===== src/rtl/program_sequencer_pkg.sv =====
// Shared definitions for the program sequencer and its control unit:
// FSM state encodings, opcode constants, write-back source codes and the decode bundle.
package program_sequencer_pkg;

  typedef enum logic [2:0] {
    IDLE   = 3'd0,
    FETCH  = 3'd1,
    DECODE = 3'd2,
    EXEC   = 3'd3,
    WRITE  = 3'd4,
    DONE   = 3'd5
  } state_e;

  localparam logic [3:0] OP_NOP    = 4'h0;
  localparam logic [3:0] OP_RELU   = 4'h5;
  localparam logic [3:0] OP_SIGM   = 4'h6;
  localparam logic [3:0] OP_SIGD   = 4'h7;
  localparam logic [3:0] OP_SETCNT = 4'hD;
  localparam logic [3:0] OP_DJNZ   = 4'hE;
  localparam logic [3:0] OP_HALT   = 4'hF;

  localparam logic [1:0] DST_ALU     = 2'd0;
  localparam logic [1:0] DST_SIGMOID = 2'd1;
  localparam logic [1:0] DST_RELU    = 2'd2;
  localparam logic [1:0] DST_SIGDIFF = 2'd3;

  typedef struct packed {
    logic       alu;
    logic       setcnt;
    logic       djnz;
    logic       halt;
    logic       illegal;
    logic [1:0] op_sel;
    logic [1:0] dest;
  } dec_t;

endpackage


===== src/rtl/program_sequencer_if.sv =====
// Instruction memory bus: sequencer drives the address, memory returns data one cycle later.
interface program_sequencer_if #(parameter int ADDR_W = 8);
  logic [ADDR_W-1:0] pc;
  logic [15:0]       instr_in;

  modport master (output pc, input instr_in);
  modport slave  (input pc, output instr_in);
endinterface


===== src/rtl/program_sequencer_decode.sv =====
// Opcode-to-control decode; purely combinational.
module seq_decode
  import program_sequencer_pkg::*;
(
  input  logic [3:0] i_opcode,
  output dec_t       o_dec
);

  always_comb begin
    o_dec = '0;
    case (i_opcode)
      4'h1, 4'h2, 4'h3, 4'h4: begin
        o_dec.alu    = 1'b1;
        o_dec.op_sel = i_opcode[1:0] - 2'd1;
        o_dec.dest   = DST_ALU;
      end
      OP_RELU: begin o_dec.alu = 1'b1; o_dec.dest = DST_RELU;    end
      OP_SIGM: begin o_dec.alu = 1'b1; o_dec.dest = DST_SIGMOID; end
      OP_SIGD: begin o_dec.alu = 1'b1; o_dec.dest = DST_SIGDIFF; end
      OP_SETCNT: o_dec.setcnt = 1'b1;
      OP_DJNZ:   o_dec.djnz   = 1'b1;
      OP_HALT:   o_dec.halt   = 1'b1;
      OP_NOP:    o_dec        = '0;
      default:   o_dec.illegal = 1'b1;
    endcase
  end

endmodule


===== src/rtl/program_sequencer.sv =====
// Program sequencer: fetches 16-bit instructions, sequences datapath strobes,
// and handles a counted loop (SETCNT/DJNZ) and HALT.
module program_sequencer
  import program_sequencer_pkg::*;
#(
  parameter int ADDR_W = 8
) (
  input  logic                clock,
  input  logic                reset,
  input  logic                start,
  input  logic                stall,
  program_sequencer_if.master imem,
  output logic [15:0]         instruction,
  output logic                enable_ALU,
  output logic                enable_sel_mem,
  output logic                write_enable_mem,
  output logic [1:0]          op_select,
  output logic [1:0]          dest_control,
  output logic                busy,
  output logic                done,
  output logic                illegal
);

  state_e            r_state;
  logic [ADDR_W-1:0] r_pc;
  logic [15:0]       r_instr;
  logic [7:0]        r_cnt;
  logic              r_alu, r_setcnt, r_djnz;
  logic [1:0]        r_op_sel, r_dest;
  logic              r_en_alu, r_en_sel, r_we, r_done, r_illegal;
  dec_t              w_dec;

  seq_decode u_dec (
    .i_opcode (imem.instr_in[15:12]),
    .o_dec    (w_dec)
  );

  always_ff @(posedge clock) begin
    if (reset) begin
      r_state   <= IDLE;
      r_pc      <= '0;
      r_instr   <= '0;
      r_cnt     <= '0;
      r_alu     <= 1'b0;
      r_setcnt  <= 1'b0;
      r_djnz    <= 1'b0;
      r_op_sel  <= '0;
      r_dest    <= '0;
      r_en_alu  <= 1'b0;
      r_en_sel  <= 1'b0;
      r_we      <= 1'b0;
      r_done    <= 1'b0;
      r_illegal <= 1'b0;
    end else if (!stall) begin
      // Strobes are single-cycle unless a stall freezes them in place.
      r_en_alu <= 1'b0;
      r_en_sel <= 1'b0;
      r_we     <= 1'b0;
      r_done   <= 1'b0;
      case (r_state)
        IDLE: if (start) begin
          r_pc      <= '0;
          r_illegal <= 1'b0;
          r_state   <= FETCH;
        end
        FETCH: r_state <= DECODE;
        DECODE: begin
          r_instr  <= imem.instr_in;
          r_alu    <= w_dec.alu;
          r_setcnt <= w_dec.setcnt;
          r_djnz   <= w_dec.djnz;
          r_op_sel <= w_dec.op_sel;
          r_dest   <= w_dec.dest;
          if (w_dec.halt) begin
            r_state <= DONE;
            r_done  <= 1'b1;
          end else begin
            r_state  <= EXEC;
            r_en_alu <= w_dec.alu;
            r_en_sel <= w_dec.alu;
            if (w_dec.illegal) r_illegal <= 1'b1;
          end
        end
        EXEC: if (r_alu) begin
          r_state <= WRITE;
          r_we    <= 1'b1;
        end else begin
          r_state <= FETCH;
          r_pc    <= r_pc + 1'b1;
          if (r_setcnt) r_cnt <= r_instr[7:0];
          else if (r_djnz) begin
            // Counter saturates at zero; only a count above one takes the branch.
            if (r_cnt > 8'd1) begin
              r_cnt <= r_cnt - 8'd1;
              r_pc  <= r_instr[ADDR_W-1:0];
            end else begin
              r_cnt <= 8'd0;
            end
          end
        end
        WRITE: begin
          r_state <= FETCH;
          r_pc    <= r_pc + 1'b1;
        end
        DONE:    r_state <= IDLE;
        default: r_state <= IDLE;
      endcase
    end
  end

  assign imem.pc          = r_pc;
  assign instruction      = r_instr;
  assign enable_ALU       = r_en_alu;
  assign enable_sel_mem   = r_en_sel;
  assign write_enable_mem = r_we;
  assign op_select        = r_op_sel;
  assign dest_control     = r_dest;
  assign busy             = (r_state != IDLE);
  assign done             = r_done;
  assign illegal          = r_illegal;

endmodule


===== src/flat_wrapper.sv =====
// flat-port wrapper written by rule: the top's interface ports become plain ports
module program_sequencer_flat import program_sequencer_pkg::*;
#(
  parameter int ADDR_W = 8
)
  (clock, reset, start, stall, instruction, enable_ALU, enable_sel_mem, write_enable_mem, op_select, dest_control, busy, done, illegal, imem_pc, imem_instr_in);
  program_sequencer_if #(.ADDR_W(ADDR_W)) imem_i ();
  input  logic clock;
  input  logic reset;
  input  logic start;
  input  logic stall;
  output logic [15:0] instruction;
  output logic enable_ALU;
  output logic enable_sel_mem;
  output logic write_enable_mem;
  output logic [1:0] op_select;
  output logic [1:0] dest_control;
  output logic busy;
  output logic done;
  output logic illegal;
  output wire logic [$bits(imem_i.pc)-1:0] imem_pc;
  input wire logic [$bits(imem_i.instr_in)-1:0] imem_instr_in;
  assign imem_pc = imem_i.pc;
  assign imem_i.instr_in = imem_instr_in;
  program_sequencer #(.ADDR_W(ADDR_W)) u_core (.clock(clock), .reset(reset), .start(start), .stall(stall), .imem(imem_i), .instruction(instruction), .enable_ALU(enable_ALU), .enable_sel_mem(enable_sel_mem), .write_enable_mem(write_enable_mem), .op_select(op_select), .dest_control(dest_control), .busy(busy), .done(done), .illegal(illegal));
endmodule

===== config.mk =====
export PLATFORM = sky130hd
export DESIGN_NAME = program_sequencer_flat
export DESIGN_NICKNAME = d
export VERILOG_FILES = /design/src/rtl/program_sequencer_pkg.sv /design/src/rtl/program_sequencer_if.sv /design/src/rtl/program_sequencer_decode.sv /design/src/rtl/program_sequencer.sv /design/src/flat_wrapper.sv
export SDC_FILE = /design/constraint.sdc
export NUM_CORES = 1
export LEC_CHECK = 0
export ABC_AREA = 1
export ABC_CLOCK_PERIOD_IN_PS = 2300
export CORE_AREA = 4 4 72 74
export DETAILED_ROUTE_END_ITERATION = 7
export DIE_AREA = 0 0 76 78
export PLACE_DENSITY_LB_ADDON = 0.1
export SLEW_MARGIN = 30
export SYNTH_ARGS = -nofsm -noshare
export SYNTH_HDL_FRONTEND = slang
export SYNTH_SLANG_ARGS = --single-unit

===== constraint.sdc =====
create_clock -name clock -period 2.3 [get_ports clock]
set_input_delay 0.23 -clock clock [delete_from_list [all_inputs] [get_ports clock]]
set_output_delay 0.23 -clock clock [all_outputs]
set_load 0.05 [all_outputs]

==> metrics.md, run 1 <==
| Metric | Value |
|---|---|
| Chip Width | `~76 um` |
| Pint | `between 1 and 1.5 mW` |
| Final ANT Viol Nets | `0` |
| Via/cell ratio | `5.20` |
| Synth Cell Area | `roughly 0.0024 mm^2` |
| Vias | `roughly 2400` |
| Worst clock skew | `around 0.0094 ns` |
| Register area | `921 um^2` |
| Filler Cell Count | `~420` |
| # IOs | `between 50 and 60` |
| CTS Sinks | `between 40 and 50` |
| Clk pwr share | `0.336` |
| Peak supply drop | `between 0.0003 and 0.0004 V` |
| Final GP Congestion | `~0.83` |
| Area Growth Syn to Fin | `27.5%` |
| Clk buf depth | `2` |
| Tot Pwr | `1.76 mW` |
| WS Path Type | `register to output port` |
| Hold Fails Final Rpt | `0` |
| Hold_buf cts | `0` |
| Max-slew violations | `0` |
| Critical Path RT | `roughly 2.1 ns` |
| H-tree levels | `2` |
| Maxcap violations | `0` |
| Number of setup buffers added after CTS | `0` |
| Cell count after synthesis | `348` |
| Rows | `25` |
| N_diodes | `0` |
| Fmax | `507 MHz` |
| Footprint of the multi-input gates | `0.00124 mm^2` |
| Critical path endpoint category | `output port` |
| Switching Share | `0.281` |
| Die Y-Extent | `78 um` |
| Register area share after synthesis | `0.380` |
| Initial antenna violation count | `0` |
| DP HPWL | `4210 um` |
| Slew headroom | `0.661` |
| Seq cells post-synth | `46` |
| Synth cell types | `34` |
| First-pass GRT wire length | `9790 um` |
| CTS clk-pin slew, worst paths | `0.09 ns` |
| Most common cell after layout, fill and taps aside | `nand2_1` |
| TritonCTS clock tree | `yes` |
| LEAKAGE | `1.25 nW` |
| Largest net degree at the start of global routing | `28` |
| RSZ-0062 raised after global routing | `false` |
| Final #Nets | `between 400 and 500` |
| CP arrival | `~1.7 ns` |
| Outcome | `finished clean` |
| Pre-antenna DRT Iters | `4` |
| Initial DRC Count | `~160` |
| Synthesized Nets | `roughly 380` |
| Ratio of cells with drive above 1 in the final layout | `0.0648` |
| Remaining DRCs | `0` |
| I/O Buffers | `53` |
| Syn avg cell area | `a little under 7 um^2` |
| Drt total wl | `approximately 5700 um` |
| Crit Path Max Fanout | `6` |
| Startpoint Class | `register` |
| Net switching power | `about 0.5 mW` |
| Fin crit period | `approximately 2.0 ns` |
| Skew-Pair Late Insertion Delay | `0.30 ns` |
| Routed WL per cell | `around 13 um` |
| Final WS setup | `~0.33 ns` |
| Comb pwr share | `0.181` |
| Most frequent cells in the layout | `62 x nand2_1, 53 x clkdlybuf4s50_1, 52 x a21oi_1` |
| Die area | `0.00593 mm^2` |
| Power per cell area | `approximately 570 mW/mm^2` |
| Reg power frac | `0.483` |
| Core Region | `~0.0046 mm^2` |
| Clk root buf | `clkbuf_8` |
| Fin crit share | `0.858` |
| Hold crit path type | `register to register` |
| TritonCTS Buffers | `5` |
| Grt ovf | `0` |
| R2R Setup Slk | `roughly 0.53 ns` |
| Starting density of the core | `0.527` |
| Yosys warns | `0` |
| Setup_tns | `0 ns` |
| Post-cts gate resize count | `0` |
| Worst slack, placed | `0.405 ns` |
| Vias in the first global route | `2224` |
| Tot GR Track Use | `0.198` |
| Actual slew at the worst max-slew pin | `just over 0.5 ns` |
| Finish-stage setup viols | `0` |
==> through the flow <==
| step | area, um^2 | util | hold slack, ns | std cells |
|---|---|---|---|---|
| 2_1_floorplan | 2420 | - | 0.299 | 348 |
| 3_3_place_gp | 2980 | 0.649 | 0.454 | 447 |
| 3_5_place_dp | 2980 | 0.649 | 0.458 | 447 |
| 4_1_cts | 3090 | 0.672 | 0.480 | 455 |
| 5_1_grt | 3090 | 0.672 | 0.505 | 455 |
| 6_report | 3090 | 0.672 | 0.475 | 455 |
==> power by group through the flow <==
stage	Sequential, mW	Combinational (mW)	Clock, mW
2_1_floorplan	0.945	0.127	0
4_1_cts	0.851	0.320	0.610
5_1_grt	0.855	0.345	0.643
3_3_place_gp	0.869	0.315	0
3_5_place_dp	0.869	0.319	0
6_report	0.851	0.319	0.593
==> registers in the layout (all words and copies together) (netlist names), 2 cells and up <==
name and count:
u_core.r_cnt 8, u_core.r_state 3, u_core.dest_control 2, u_core.op_select 2, u_core.imem.pc 8, u_core.instruction 16
==> cells in the mapped netlist, drive strengths merged <==
master | instances | share of area
a21oi | 53 | 0.11
buf | 6 | 0.022
clkbuf | 5 | 0.0077
clkinv | 2 | 0.0052
dfxtp | 46 | 0.38
ha | 7 | 0.036
inv | 46 | 0.072
nand2 | 65 | 0.11
nand3 | 23 | 0.050
nand3b | 1 | 0.0031
nand4 | 4 | 0.010
nor2 | 34 | 0.059
nor3 | 2 | 0.0062
o2111ai | 2 | 0.0072
o21ai | 41 | 0.085
o22ai | 1 | 0.0026
o31ai | 1 | 0.0031
or2 | 2 | 0.0062
xnor2 | 3 | 0.011
xor2 | 4 | 0.014
==> cell type report <==
| cell class | count | area share |
|---|---|---|
| clock buffer | 7 | 0.0247 |
| tap | 54 | 0.0219 |
| timing repair buffer | 56 | 0.183 |
| clock inverter | 1 | 0.00972 |
| multi-input combinational | 243 | 0.402 |
| sequential | 46 | 0.298 |
| inverter | 48 | 0.0608 |
==> path summary, 6_finish.rpt <==
check,from,endpoint,cells after the start
max,u_core.r_state[0]$_SDFFE_PP0P_,busy,3
min,u_core.dest_control[0]$_SDFFE_PP0P_,u_core.dest_control[0]$_SDFFE_PP0P_,2
max reg2reg,u_core.r_cnt[0]$_SDFFE_PP0P_,u_core.imem.pc[4]$_SDFFE_PP0P_,10
min reg2reg,u_core.dest_control[0]$_SDFFE_PP0P_,u_core.dest_control[0]$_SDFFE_PP0P_,2
==> logic make-up (layout without fill, tap and decap cells) <==
logic type               Yosys count  in the layout  share of synthesized area
AO/OA/AOI/OAI                     98             98                      0.209
XOR/XNOR                           7              7                     0.0253
adder cells (fa/ha/maj)            7              7                     0.0362
buffers and inverters             59            112                      0.107
flip-flops                        46             46                      0.380
AND/OR/NAND/NOR                  131            131                      0.242
==> metal layers <==
metal / share of wire / global-route usage / vias to the layer above
li1: - / - / 1239
met1: 0.46 / 0.242 / 1070
met2: 0.48 / 0.336 / 54
met3: 0.051 / 0.0534 / 5
met4: 0.011 / 0.0587 / 0
met5: 0 / 0 / -
==> worst max-delay path: stages (launching register included) <==
cell and delay, ns:
dfxtp_1 0.45, nor2_1 0.12, nand2_1 0.08, clkdlybuf4s50_1 0.79
Power figures use the tool's default switching activity.
==> run 2, diff against run 1 <==
--- a/config.mk
+++ b/config.mk
@@ -10,6 +10,7 @@
 export CORE_AREA = 4 4 72 74
 export DETAILED_ROUTE_END_ITERATION = 7
 export DIE_AREA = 0 0 76 78
+export MAX_ROUTING_LAYER = met4
 export PLACE_DENSITY_LB_ADDON = 0.1
 export SLEW_MARGIN = 30
 export SYNTH_ARGS = -nofsm -noshare
==> run 2 against run 1 <==
Wire length stayed put. Total power hardly changed. Fmax hardly changed. Clock skew hardly changed. Sequential share of layout area stayed put. Combinational power hardly changed. Register-to-register slack hardly changed. Setup slack hardly changed. Worst hold slack hardly changed. Cell area stayed put. Utilization stayed put. Via count stayed put. Critical path type unchanged. Highest routed layer unchanged.
==> metrics.md, run 2 (same netlist as run 1, synthesis figures left out) <==
| Metric | Value |
|---|---|
| Clk root buf | `clkbuf_8` |
| Area Growth Syn to Fin | `27.5% (unchanged)` |
| Hold Fails Final Rpt | `0 (unchanged)` |
| N_diodes | `0 (unchanged)` |
| Register area | `921 um^2 (unchanged)` |
| Critical Path Slowest Stage Cell | `clkdlybuf4s50_1` |
| Number of setup buffers added after CTS | `0 (unchanged)` |
| Ratio of cells with drive above 1 in the final layout | `0.0648 (unchanged)` |
| Outcome | `finished clean` |
| DP HPWL | `4210 um (unchanged)` |
| Chip Width | `76 um (unchanged)` |
| Crit Path Max Fanout | `6 (unchanged)` |
| Finish-stage setup viols | `0 (unchanged)` |
| Largest register FFs | `16 (unchanged)` |
| Final GP Congestion | `0.848 (+1.5%)` |
| Final #Nets | `427 (unchanged)` |
| Slew headroom | `0.661 (unchanged)` |
| Max-slew violations | `0 (unchanged)` |
| Critical Path RT | `2.07 ns (about the same)` |
| Largest delay share family, worst path | `buffers and inverters` |
| Hold crit path type | `register to register` |
| Fmax | `507 MHz (about the same)` |
| Initial antenna violation count | `0 (unchanged)` |
| Fin crit period | `1.97 ns (+0.0000110 ns)` |
| Drt total wl | `5710 um (unchanged)` |
| Post-cts gate resize count | `0 (unchanged)` |
| Largest net degree at the start of global routing | `28 (unchanged)` |
| Fin crit share | `0.858 (about the same)` |
| Clk buf depth | `2 (unchanged)` |
| Most common cell after layout, fill and taps aside | `nand2_1` |
| Hold_buf cts | `0 (unchanged)` |
| Most frequent cells in the layout | `62 x nand2_1, 53 x clkdlybuf4s50_1, 52 x a21oi_1` |
| CP arrival | `1.74 ns (about the same)` |
| Vias | `2368 (unchanged)` |
| CTS clk-pin slew, worst paths | `0.09 ns (about the same)` |
| First-pass GRT wire length | `9800 um (about the same)` |
| RSZ-0062 raised after global routing | `false` |
| Routed WL per cell | `12.5 um (unchanged)` |
| LEAKAGE | `1.25 nW (unchanged)` |
| Tot GR Track Use | `0.203 (+0.00569)` |
| Final Util | `0.672 (unchanged)` |
| Die Y-Extent | `78 um (unchanged)` |
| Starting density of the core | `0.527 (unchanged)` |
| Grt ovf | `0 (unchanged)` |
| CP peak stage delay | `0.79 ns (about the same)` |
| Final ANT Viol Nets | `0 (unchanged)` |
| TritonCTS Buffers | `5 (unchanged)` |
| Vias in the first global route | `2221 (-0.13%)` |
| WS Path Type | `register to output port` |
| H-tree levels | `2 (unchanged)` |
| WP buf/inv | `1 (unchanged)` |
| Setup_tns | `0 ns (unchanged)` |
| Core Region | `0.00460 mm^2 (unchanged)` |
| Footprint of the multi-input gates | `0.00124 mm^2 (unchanged)` |
| Die area | `0.00593 mm^2 (unchanged)` |
| Startpoint Class | `register` |
| TritonCTS clock tree | `yes` |
| # IOs | `54 (unchanged)` |
| Maxcap violations | `0 (unchanged)` |
| Critical path endpoint category | `output port` |
| Critical-path cell list | `nor2_1 -> nand2_1 -> clkdlybuf4s50_1` |
| Actual slew at the worst max-slew pin | `0.507 ns (unchanged)` |
| Rows | `25 (unchanged)` |
| Skew-Pair Late Insertion Delay | `0.30 ns (about the same)` |
| Remaining DRCs | `0 (unchanged)` |
| Via/cell ratio | `5.20 (unchanged)` |
| I/O Buffers | `53 (unchanged)` |
| Worst clock skew | `0.00921 ns (-0.000149 ns)` |
| CTS Sinks | `46 (unchanged)` |
| Filler Cell Count | `424 (unchanged)` |
| Pre-antenna DRT Iters | `4 (unchanged)` |
| Power per cell area | `571 mW/mm^2 (about the same)` |
| Peak supply drop | `0.000368 V (unchanged)` |
| Initial DRC Count | `189 (+22%)` |
run 2: cell counts in the layout (fill, tap and decap cells not counted):
Identical to the previous run, type by type.
run 2: report_power, final:
part | internal, mW | leakage [nW] | total, mW | switching, mW
Clock | 0.325 | 0.0524 | 0.593 | 0.268
Sequential | 0.822 | 0.373 | 0.851 | 0.0288
Combinational | 0.120 | 0.828 | 0.319 | 0.200
run 2: path summary, 6_finish.rpt:
kind / from / to / slack [ns] / cells after the start
max: u_core.r_state[0]$_SDFFE_PP0P_ / busy / 0.33 / 3
min reg2reg: u_core.dest_control[0]$_SDFFE_PP0P_ / u_core.dest_control[0]$_SDFFE_PP0P_ / 0.48 / 2
min: u_core.dest_control[0]$_SDFFE_PP0P_ / u_core.dest_control[0]$_SDFFE_PP0P_ / 0.48 / 2
max reg2reg: u_core.r_cnt[0]$_SDFFE_PP0P_ / u_core.imem.pc[4]$_SDFFE_PP0P_ / 0.53 / 10
run 2: layout make-up:
| cell class | count | area share |
|---|---|---|
| clock buffers | 7 | 0.0247 |
| clock inverters | 1 | 0.00972 |
| inverters | 48 | 0.0608 |
| multi-input cells | 243 | 0.402 |
| flip-flops and latches | 46 | 0.298 |
| well taps | 54 | 0.0219 |
| repair buffers | 56 | 0.183 |
run 2: routing by layer:
layer | up-vias | wire [um] | part of all wire | track usage
met5 | - | 0 | 0 | -
met4 | 0 | 61 | 0.011 | 0.0587
met3 | 5 | 288 | 0.050 | 0.0522
met2 | 56 | 2730 | 0.48 | 0.336
met1 | 1068 | 2630 | 0.46 | 0.244
li1 | 1239 | - | - | -
run 2: stage by stage:
step	instances	setup slack [ns]	power (mW)	hold WS [ns]	area, um^2
floorplan	348	0.603	1.07	0.299	2420
CTS	455	0.329	1.78	0.480	3090
detailed placement	447	0.405	1.19	0.458	2980
global route	455	0.254	1.84	0.505	3090
global placement	447	0.467	1.18	0.454	2980
finish	455	0.327	1.76	0.475	3090
run 2: worst reg2reg max path, stage by stage (launching register included):
cell and delay [ns]:
dfxtp_1 0.36, inv_1 0.08, ha_1 0.23, nand2_1 0.11
nand2_1 0.06, nand2_1 0.12, nand3_2 0.20, inv_1 0.23
nand2_1 0.09, nand3_1 0.09, a21oi_1 0.07
